--- src/rtl/inst_encoder_if.sv ---
// inst_encoder_if: instruction-field handshake channel from the loader into the encoder.
interface inst_encoder_if;
  logic        in_valid;
  logic        in_ready;
  logic [2:0]  cls;
  logic [2:0]  func;
  logic [2:0]  rd;
  logic [2:0]  rs;
  logic [2:0]  rs2;
  logic [2:0]  count;
  logic [7:0]  imm;
  logic [11:0] addr;
  modport master (output in_valid, cls, func, rd, rs, rs2, count, imm, addr, input in_ready);
  modport slave (input in_valid, cls, func, rd, rs, rs2, count, imm, addr, output in_ready);
endinterface

--- src/rtl/inst_encoder.sv ---
// inst_encoder: packs instruction fields into 18-bit words and writes them to program memory.
// Legality checking and err_o are enabled by defining INST_ENCODER_CHECK_EN.
module inst_encoder #(
  parameter int ADDR_W = 12,
  parameter int DEPTH  = 4096
) (
  input  logic              clk,
  input  logic              rst,
  input  logic              start_i,
  input  logic [ADDR_W-1:0] base_i,
  inst_encoder_if.slave     bus,
  output logic              prog_we_o,
  output logic [ADDR_W-1:0] prog_addr_o,
  output logic [17:0]       prog_data_o,
  output logic              full_o,
  output logic              err_o,
  output logic [ADDR_W:0]   words_o
);
  typedef enum logic [1:0] {IDLE, RUN, FULL} state_t;
  localparam logic [ADDR_W:0] LAST = (ADDR_W+1)'(DEPTH - 1);
  state_t state;
  logic [ADDR_W-1:0] ptr;
  logic we_q, legal, acc;
  logic [17:0] word;
  assign acc = bus.in_valid && state == RUN;
  // a write already registered for the next cycle must not escape while rst is held
  assign prog_we_o = we_q & ~rst;
  always_comb begin
    word = '0;
    case (bus.cls)
      3'd0: word = {4'b1110, bus.rd, bus.rs, bus.rs2, 2'b00, bus.func};
      3'd1: word = {1'b0, bus.func, bus.rd, bus.rs, bus.imm};
      3'd2: word = {4'b1100, bus.rd, bus.rs, bus.count, 2'b00, bus.func};
      3'd3: word = {2'b10, bus.func, bus.rd[1:0], bus.rs, bus.imm};
      3'd4: word = {6'b111110, bus.func, 1'b0, bus.imm};
      3'd5: word = {5'b11110, bus.func, bus.addr[9:0]};
      default: word = {7'b1111110, bus.func, bus.imm};
    endcase
`ifdef INST_ENCODER_CHECK_EN
    legal = !(bus.cls == 3'd7 || (bus.cls == 3'd3 && bus.rd[2] != bus.func[0]) ||
              (bus.cls == 3'd5 && bus.addr[11:10] != 2'b00));
`else
    legal = 1'b1;
`endif
  end
`ifndef INST_ENCODER_CHECK_EN
  logic unused_addr_hi;
  assign unused_addr_hi = ^bus.addr[11:10];
`endif
  always_ff @(posedge clk) begin
    if (rst) begin
      state        <= IDLE;
      ptr          <= '0;
      we_q         <= 1'b0;
      prog_addr_o  <= '0;
      prog_data_o  <= '0;
      full_o       <= 1'b0;
      err_o        <= 1'b0;
      words_o      <= '0;
      bus.in_ready <= 1'b0;
    end else begin
      we_q <= 1'b0;
      if (start_i) begin
        state        <= RUN;
        ptr          <= base_i;
        words_o      <= '0;
        err_o        <= 1'b0;
        full_o       <= 1'b0;
        bus.in_ready <= 1'b1;
      end else if (acc && legal) begin
        we_q        <= 1'b1;
        prog_addr_o <= ptr;
        prog_data_o <= word;
        ptr         <= ptr + 1'b1;
        words_o     <= words_o + 1'b1;
        if (words_o == LAST) begin
          state        <= FULL;
          full_o       <= 1'b1;
          bus.in_ready <= 1'b0;
        end
      end else if (acc) begin
        err_o <= 1'b1;
      end
    end
  end
endmodule

--- src/flat_wrapper.sv ---
// flat-port wrapper written by rule: the top's interface ports become plain ports
module inst_encoder_flat 
#(
  parameter int ADDR_W = 12,
  parameter int DEPTH  = 4096
)
  (clk, rst, start_i, base_i, prog_we_o, prog_addr_o, prog_data_o, full_o, err_o, words_o, bus_in_valid, bus_cls, bus_func, bus_rd, bus_rs, bus_rs2, bus_count, bus_imm, bus_addr, bus_in_ready);
  inst_encoder_if bus_i ();
  input  logic clk;
  input  logic rst;
  input  logic start_i;
  input  logic [ADDR_W-1:0] base_i;
  output logic prog_we_o;
  output logic [ADDR_W-1:0] prog_addr_o;
  output logic [17:0] prog_data_o;
  output logic full_o;
  output logic err_o;
  output logic [ADDR_W:0] words_o;
  input wire logic [$bits(bus_i.in_valid)-1:0] bus_in_valid;
  input wire logic [$bits(bus_i.cls)-1:0] bus_cls;
  input wire logic [$bits(bus_i.func)-1:0] bus_func;
  input wire logic [$bits(bus_i.rd)-1:0] bus_rd;
  input wire logic [$bits(bus_i.rs)-1:0] bus_rs;
  input wire logic [$bits(bus_i.rs2)-1:0] bus_rs2;
  input wire logic [$bits(bus_i.count)-1:0] bus_count;
  input wire logic [$bits(bus_i.imm)-1:0] bus_imm;
  input wire logic [$bits(bus_i.addr)-1:0] bus_addr;
  output wire logic [$bits(bus_i.in_ready)-1:0] bus_in_ready;
  assign bus_i.in_valid = bus_in_valid;
  assign bus_i.cls = bus_cls;
  assign bus_i.func = bus_func;
  assign bus_i.rd = bus_rd;
  assign bus_i.rs = bus_rs;
  assign bus_i.rs2 = bus_rs2;
  assign bus_i.count = bus_count;
  assign bus_i.imm = bus_imm;
  assign bus_i.addr = bus_addr;
  assign bus_in_ready = bus_i.in_ready;
  inst_encoder #(.ADDR_W(ADDR_W), .DEPTH(DEPTH)) u_core (.clk(clk), .rst(rst), .start_i(start_i), .base_i(base_i), .bus(bus_i), .prog_we_o(prog_we_o), .prog_addr_o(prog_addr_o), .prog_data_o(prog_data_o), .full_o(full_o), .err_o(err_o), .words_o(words_o));
endmodule
--- config.mk ---
export PLATFORM = sky130hd
export DESIGN_NAME = inst_encoder_flat
export DESIGN_NICKNAME = d
export VERILOG_FILES = /design/src/rtl/inst_encoder_if.sv /design/src/rtl/inst_encoder.sv /design/src/flat_wrapper.sv
export SDC_FILE = /design/constraint.sdc
export NUM_CORES = 1
export LEC_CHECK = 0
export ABC_AREA = 1
export CORE_UTILIZATION = 38
export DETAILED_ROUTE_END_ITERATION = 7
export GPL_TIMING_DRIVEN = 0
export PLACE_DENSITY = 0.69
export SLEW_MARGIN = 25
export SYNTH_ARGS = -nofsm -noshare
export SYNTH_HDL_FRONTEND = slang
export SYNTH_SLANG_ARGS = --single-unit
export TNS_END_PERCENT = 5
--- constraint.sdc ---
create_clock -name clk -period 2.1 [get_ports clk]
set_input_delay 0.21 -clock clk [delete_from_list [all_inputs] [get_ports clk]]
set_output_delay 0.21 -clock clk [all_outputs]
set_load 0.005 [all_outputs]
==> impl_metrics.json <==
{
  "clk_pin_slew_worst_paths_ns": 0.08,
  "cts_tree": "built",
  "portBuffers": 97,
  "critPathMaxFanout": 10,
  "p_leak_nw": 1.75,
  "p_comb_share_pct": 13.3,
  "cts.sinks": 58,
  "fmax_mhz": 522,
  "dp.cells": 631,
  "hold_ws_ns": 0.433,
  "arrival_ns": 1.70,
  "drc": 0,
  "dieArea_sq_um": 8140,
  "p_int_mw": 2.14,
  "dr.pass1.iters": 4,
  "min_from": "bus_rd[1]",
  "worstHoldPathCells": 3,
  "min_period_over_period_pct": 91.2,
  "seq_area_frac_synth_pct": 39.3,
  "drtIter0Drc": 133,
  "multi_input_area_sq_um": 1510,
  "r2r_cells": 6,
  "cp.buffers_inverters": 3,
  "min_path_type": "input port to register",
  "grt_pass1_wl_um": 14100,
  "clkPwrFrac_pct": 45.3,
  "cts-root-buf": "clkbuf_8",
  "fin_util_pct": 58.4,
  "async_flop_share_pct": 0,
  "dpl.hpwl_um": 6360,
  "reg2reg_slack_ns": 0.65,
  "ir_drop_mv": 0.377,
  "antenna_left": 0,
  "end_kind": "output port",
  "synthTopCellsByArea": "dfxtp_1 (39%), nand2_1 (13%), a21oi_1 (7.6%)",
  "die_y_um": 90.2,
  "crit_chain": "clkdlybuf4s50_1 -> clkbuf_2 -> nor2_1 -> clkdlybuf4s50_1",
  "fill_cells": 706,
  "ys_types": 35,
  "areaGrowthSynthToFinish_pct": 45.4,
  "yosys_most_used_dff": "dfxtp_1",
  "power_density_nw_per_um2": 655,
  "drv_slew": 0,
  "die_w_um": 90.2,
  "synth_cells": 435,
  "yosys.area.top_type": "dfxtp_1",
  "path_depth": 4,
  "path_common_cell": "clkdlybuf4s50_1",
  "rows": 31,
  "setup_slack_ns": 0.185,
  "cts_buffers": 9,
  "via_per_inst": 4.99,
  "pin_count": 101,
  "syn_area_sq_um": 2960,
  "synth_top_area_share_pct": 39.3,
  "drive_gt1_share_pct": 8.21,
  "max_stage_delay_ns": 0.55,
  "rsz0062_at_grt": "no",
  "seqPwrFrac_pct": 41.4,
  "ctsLongestPathBuffers": 2,
  "rr_endpoint": "u_core.ptr[11]$_SDFFE_PP0P_",
  "hold_violations": 0,
  "swShare_pct": 24.3,
  "tightest_slew_ns": 0.526,
  "grt_pass1_vias": 3033,
  "post-place-ws_ns": 0.0161,
  "grt_overflow": 0,
  "grt_max_degree": 11,
  "avgSynthCellArea_sq_um": 6.80,
  "fin_nets": 601,
  "vias": 3231,
  "track_usage_pct": 21.7,
  "htreeDepth": 3,
  "syn_nets": 493,
  "status": "finished, final reports clean",
  "start_util_pct": 40.1,
  "antenna_found_initial": 0,
  "cpMaxStageDelayCell": "clkdlybuf4s50_1",
  "core_area_sq_um": 7370,
  "ys_seq_elements": 58,
  "crit_type": "input port to output port",
  "finalCriticalPeriod_ns": 1.91,
  "ys_warn_count": 0,
  "required_ns": 1.89,
  "drt_wl_total_um": 8610,
  "worstSetupStartpointType": "input port",
  "stdcell_count": 647,
  "finalWeightedCongestion": 0.833,
  "synth_common_cells": "nand2_1 (102), dfxtp_1 (58), inv_1 (51)",
  "synth_edf_count": 0,
  "finalPower_mw": 2.82,
  "postCtsSetupBuffers": 0,
  "regArea_sq_um": 1160,
  "whs_endpoint": "u_core.prog_data_o[12]$_SDFFE_PP0P_",
  "r2r-start": "u_core.bus.in_ready$_SDFFE_PP0P_",
  "skew_ns": 0.00677,
  "post_drt_wl_per_cell_um": 13.3,
  "switchingPower_mw": 0.684,
  "maxCapViolCount": 0,
  "diodes": 0,
  "yosysMostFrequentCell": "nand2_1",
  "insertion_delay_ns": 0.34,
  "critPathTopFamily": "buffers and inverters",
  "slew_headroom_pct": 64.9,
  "setup_viol": 0
}
## worst register-to-register path, cell delays in order, from the launching register on
cell and delay (ns):
dfxtp_1 0.45, nand3_4 0.17, nand2_1 0.30, o21ai_0 0.14
nand3b_1 0.19, nand2_1 0.07, inv_1 0.04
## area by class of cell
cell class | instances | area share (%)
flip-flops and latches | 58 | 27.0
multi-input cells | 307 | 35.2
plain buffers | 14 | 1.72
clock buffers | 13 | 4.16
inverters | 56 | 4.89
repair buffers | 97 | 22.6
clock inverters | 3 | 1.60
well taps | 99 | 2.88
## routing by layer
| metal | track usage, % | vias up | wire (um) |
|---|---|---|---|
| li1 | - | 1635 | - |
| met1 | 27.4 | 1476 | 3930 |
| met2 | 34.9 | 107 | 3860 |
| met3 | 6.85 | 13 | 681 |
| met4 | 7.39 | 0 | 140 |
| met5 | 0 | - | 0 |
## placed cells by master, fill, tap and decap left out, types with 3 or more instances in the layout
master and instances:
a21oi_1 45, a31oi_1 5, buf_2 3, buf_4 4, clkbuf_1 3, clkbuf_8 13
clkdlybuf4s50_1 97, dfxtp_1 58, ha_1 4, inv_1 51, inv_2 4, nand2_1 102
nand3_1 26, nand3b_1 4, nand4_1 5, nor2_1 39, nor2_4 6, nor3_1 4
o21ai_0 44, or2_2 3
## kinds of logic after synthesis
kind of cell             after synthesis  share of synthesized area (%)
AND/OR/NAND/NOR                      196                           30.2
AO/OA/AOI/OAI                        104                           18.5
buffers and inverters                 70                           9.56
flip-flops                            58                           39.3
adder cells (fa/ha/maj)                4                           1.69
XOR/XNOR                               2                          0.592
other                                  1                          0.127
## state kept, by name (all words and copies together) (netlist names)
| signal | count |
|---|---|
| u_core.prog_data_o | 18 |
| u_core.words_o | 13 |
| u_core.prog_addr_o | 12 |
| u_core.ptr | 12 |
| u_core.bus.in_ready | 1 |
| u_core.full_o | 1 |
| u_core.we_q | 1 |
## worst max path at each step
stage / start / endpoint / slack (ns)
finish: rst / prog_we_o / 0.19
global route: rst / prog_we_o / 0.13
CTS: rst / prog_we_o / 0.01
detailed placement: rst / prog_we_o / 0.02
global placement: rst / prog_we_o / -0.01
floorplan: u_core.words_o[1]$_SDFFE_PP0P_ / u_core.words_o[10]$_SDFFE_PP0P_ / 0.86
## power groups by stage
stage	clock network, mW	registers (mW)	logic, mW
3_5_place_dp	0	1.19	0.373
4_1_cts	1.29	1.17	0.375
6_report	1.28	1.17	0.374
5_1_grt	1.34	1.17	0.412
2_1_floorplan	0	1.19	0.161
3_3_place_gp	0	1.19	0.368
## through the flow
stage | area, sq um | TNS [ns]
floorplan | 2960 | 0
global placement | 4050 | -0.0143
detailed placement | 4050 | 0
CTS | 4300 | 0
global route | 4300 | 0
finish | 4300 | 0
## what timing repair did
action / 4_1_cts / 5_1_grt
resized for setup: 0 / 2
hold endpoints to repair: 0 / 0
endpoints found under the setup margin: 0 / 1
hold buffers: 0 / 0
Note: power is estimated with default switching activity, not from simulation.
==> RTL change (same settings) <==
`ADDR_W` is set to 12 in 2 places; all go to 11.
--- a/src/rtl/inst_encoder.sv
+++ b/src/rtl/inst_encoder.sv
@@ -1,7 +1,7 @@
 // inst_encoder: packs instruction fields into 18-bit words and writes them to program memory.
 // Legality checking and err_o are enabled by defining INST_ENCODER_CHECK_EN.
 module inst_encoder #(
-  parameter int ADDR_W = 12,
+  parameter int ADDR_W = 11,
   parameter int DEPTH  = 4096
 ) (
   input  logic              clk,
--- a/src/flat_wrapper.sv
+++ b/src/flat_wrapper.sv
@@ -1,7 +1,7 @@
 // flat-port wrapper written by rule: the top's interface ports become plain ports
 module inst_encoder_flat 
 #(
-  parameter int ADDR_W = 12,
+  parameter int ADDR_W = 11,
   parameter int DEPTH  = 4096
 )
   (clk, rst, start_i, base_i, prog_we_o, prog_addr_o, prog_data_o, full_o, err_o, words_o, bus_in_valid, bus_cls, bus_func, bus_rd, bus_rs, bus_rs2, bus_count, bus_imm, bus_addr, bus_in_ready);
Ports: changed (resized base_i, prog_addr_o and words_o); port bits go from 101 to 98. The function was not compared with the original's and may differ.
==> RTL change against the original RTL <==
Worst hold slack got worse by 2.6 ps. Critical path depth down 1. Sequential cell count fell by 3. Synthesized area down 3.4%. Global-route usage about the same. Sequential share of layout area is 0.29 points higher. Worst setup slack lost 84 ps. Power is 21% lower. Cell area decreased by 6.2%. Utilization decreased by 2.7 points. Wire length decreased by 7.8%.
==> RTL change: results <==
run_status:
  outcome: "completed"
final_layout:
  drive_above_1_share_pct: 8.37
  nets: 570
  top_regs: "u_core.prog_data_o (18), u_core.words_o (12)"
timing:
  slew_headroom_pct: 54.9
  hold_slack_ps: 430
  fmax_mhz: 500
  fin_skew_ps: 2.13
setup_path:
  critPathMaxFanout: 15
  critPathMaxStageDelay_ps: 760
  reg2reg_slack_ps: 550
  crit_arrival_ps: 1790
detailed_routing:
  drt_iter0_markers: 159
  viasPerCell: 4.97
  routedWlPerCell_um: 12.9
  dr.pass1.iters: 5
logic_synthesis:
  synth_common_cells: "nand2_1, dfxtp_1, inv_1"
  yosysSeqAreaShare_pct: 38.5
  ys_types: 39
  synth-async-reset-ratio_pct: 0
  syn_nets: 470
  synthTopCellsByArea: "dfxtp_1, nand2_1, a21oi_1, nand3_1, inv_1"
place:
  post-place-ws_ps: -7.24
  dpl.hpwl_um: 6030
  place.gp.congestion: 0.844
global_route:
  grt_usage_pct: 21.7
  grt_max_degree: 17
  grt_pass1_wl_um: 13100
  grt_pass1_vias: 2795
power_and_ir_drop:
  power_leakage_nw: 1.60
  ir_drop_v: 0.000357
clock_network:
  clk_pin_slew_worst_paths_ps: 100
  cts_made_buffers: 5
  postCtsSetupRepairBufs: 0
  clock_latency_ps: 310
  cts.htree.levels: 2
[RTL change: kinds of logic after synthesis]
kind of cell	share of synthesized area [%]
and+or+nand+nor	33.3
AOI/OAI and AO/OA	16.4
buffers and inverters	9.33
DFF	38.5
adders and majority gates	1.75
xor gates and xnor gates	0.613
other	0.131
[RTL change: path summary, 6_finish.rpt]
| check | start | cells after the start | endpoint |
|---|---|---|---|
| min | bus_imm[5] | 3 | u_core.prog_data_o[5] |
| max | rst | 3 | prog_we_o |
| max reg2reg | u_core.ptr[0] | 8 | u_core.ptr[10] |
| min reg2reg | u_core.words_o[8] | 2 | u_core.words_o[8] |
[RTL change: through the flow]
stage / util, % / power, mW / cell area (sq um) / instances
after floorplan: - / 1.29 / 2860 / 413
after global placement: 54.1 / 1.49 / 3920 / 606
after detailed placement: 54.1 / 1.50 / 3920 / 606
after CTS: 55.6 / 2.23 / 4040 / 613
after global routing: 55.6 / 2.33 / 4040 / 613
final: 55.6 / 2.21 / 4040 / 613
[RTL change: area by class of cell]
type / instances / area, sq um
buffer: 11 / 82.6
clock buffer: 6 / 82.6
clock inverter: 2 / 35.0
fill: 699 / 3220
inverter: 47 / 180
multi-input combinational: 299 / 1490
sequential: 55 / 1100
tap: 99 / 124
timing repair buffer: 94 / 941
[RTL change: critical path: cells and delay by family]
| family | cells | cell delay, ps |
|---|---|---|
| simple gates | 1 | 290 |
| buf+inv | 2 | 1290 |
[RTL change: per-layer routing]
metal  part of all wire, %  GRT usage, %  up-vias
met5                     0             0        -
met4                   1.3          4.55        0
met3                   6.8          6.06        9
met2                    47          36.6       94
met1                    45          27.6     1389
li1                      -             -     1552
[RTL change: power breakdown]
part	internal (mW)	switching [mW]	total, mW
sequential	1.08	0.0286	1.11
combinational	0.190	0.174	0.364
clock	0.386	0.353	0.740
total	1.66	0.555	2.21
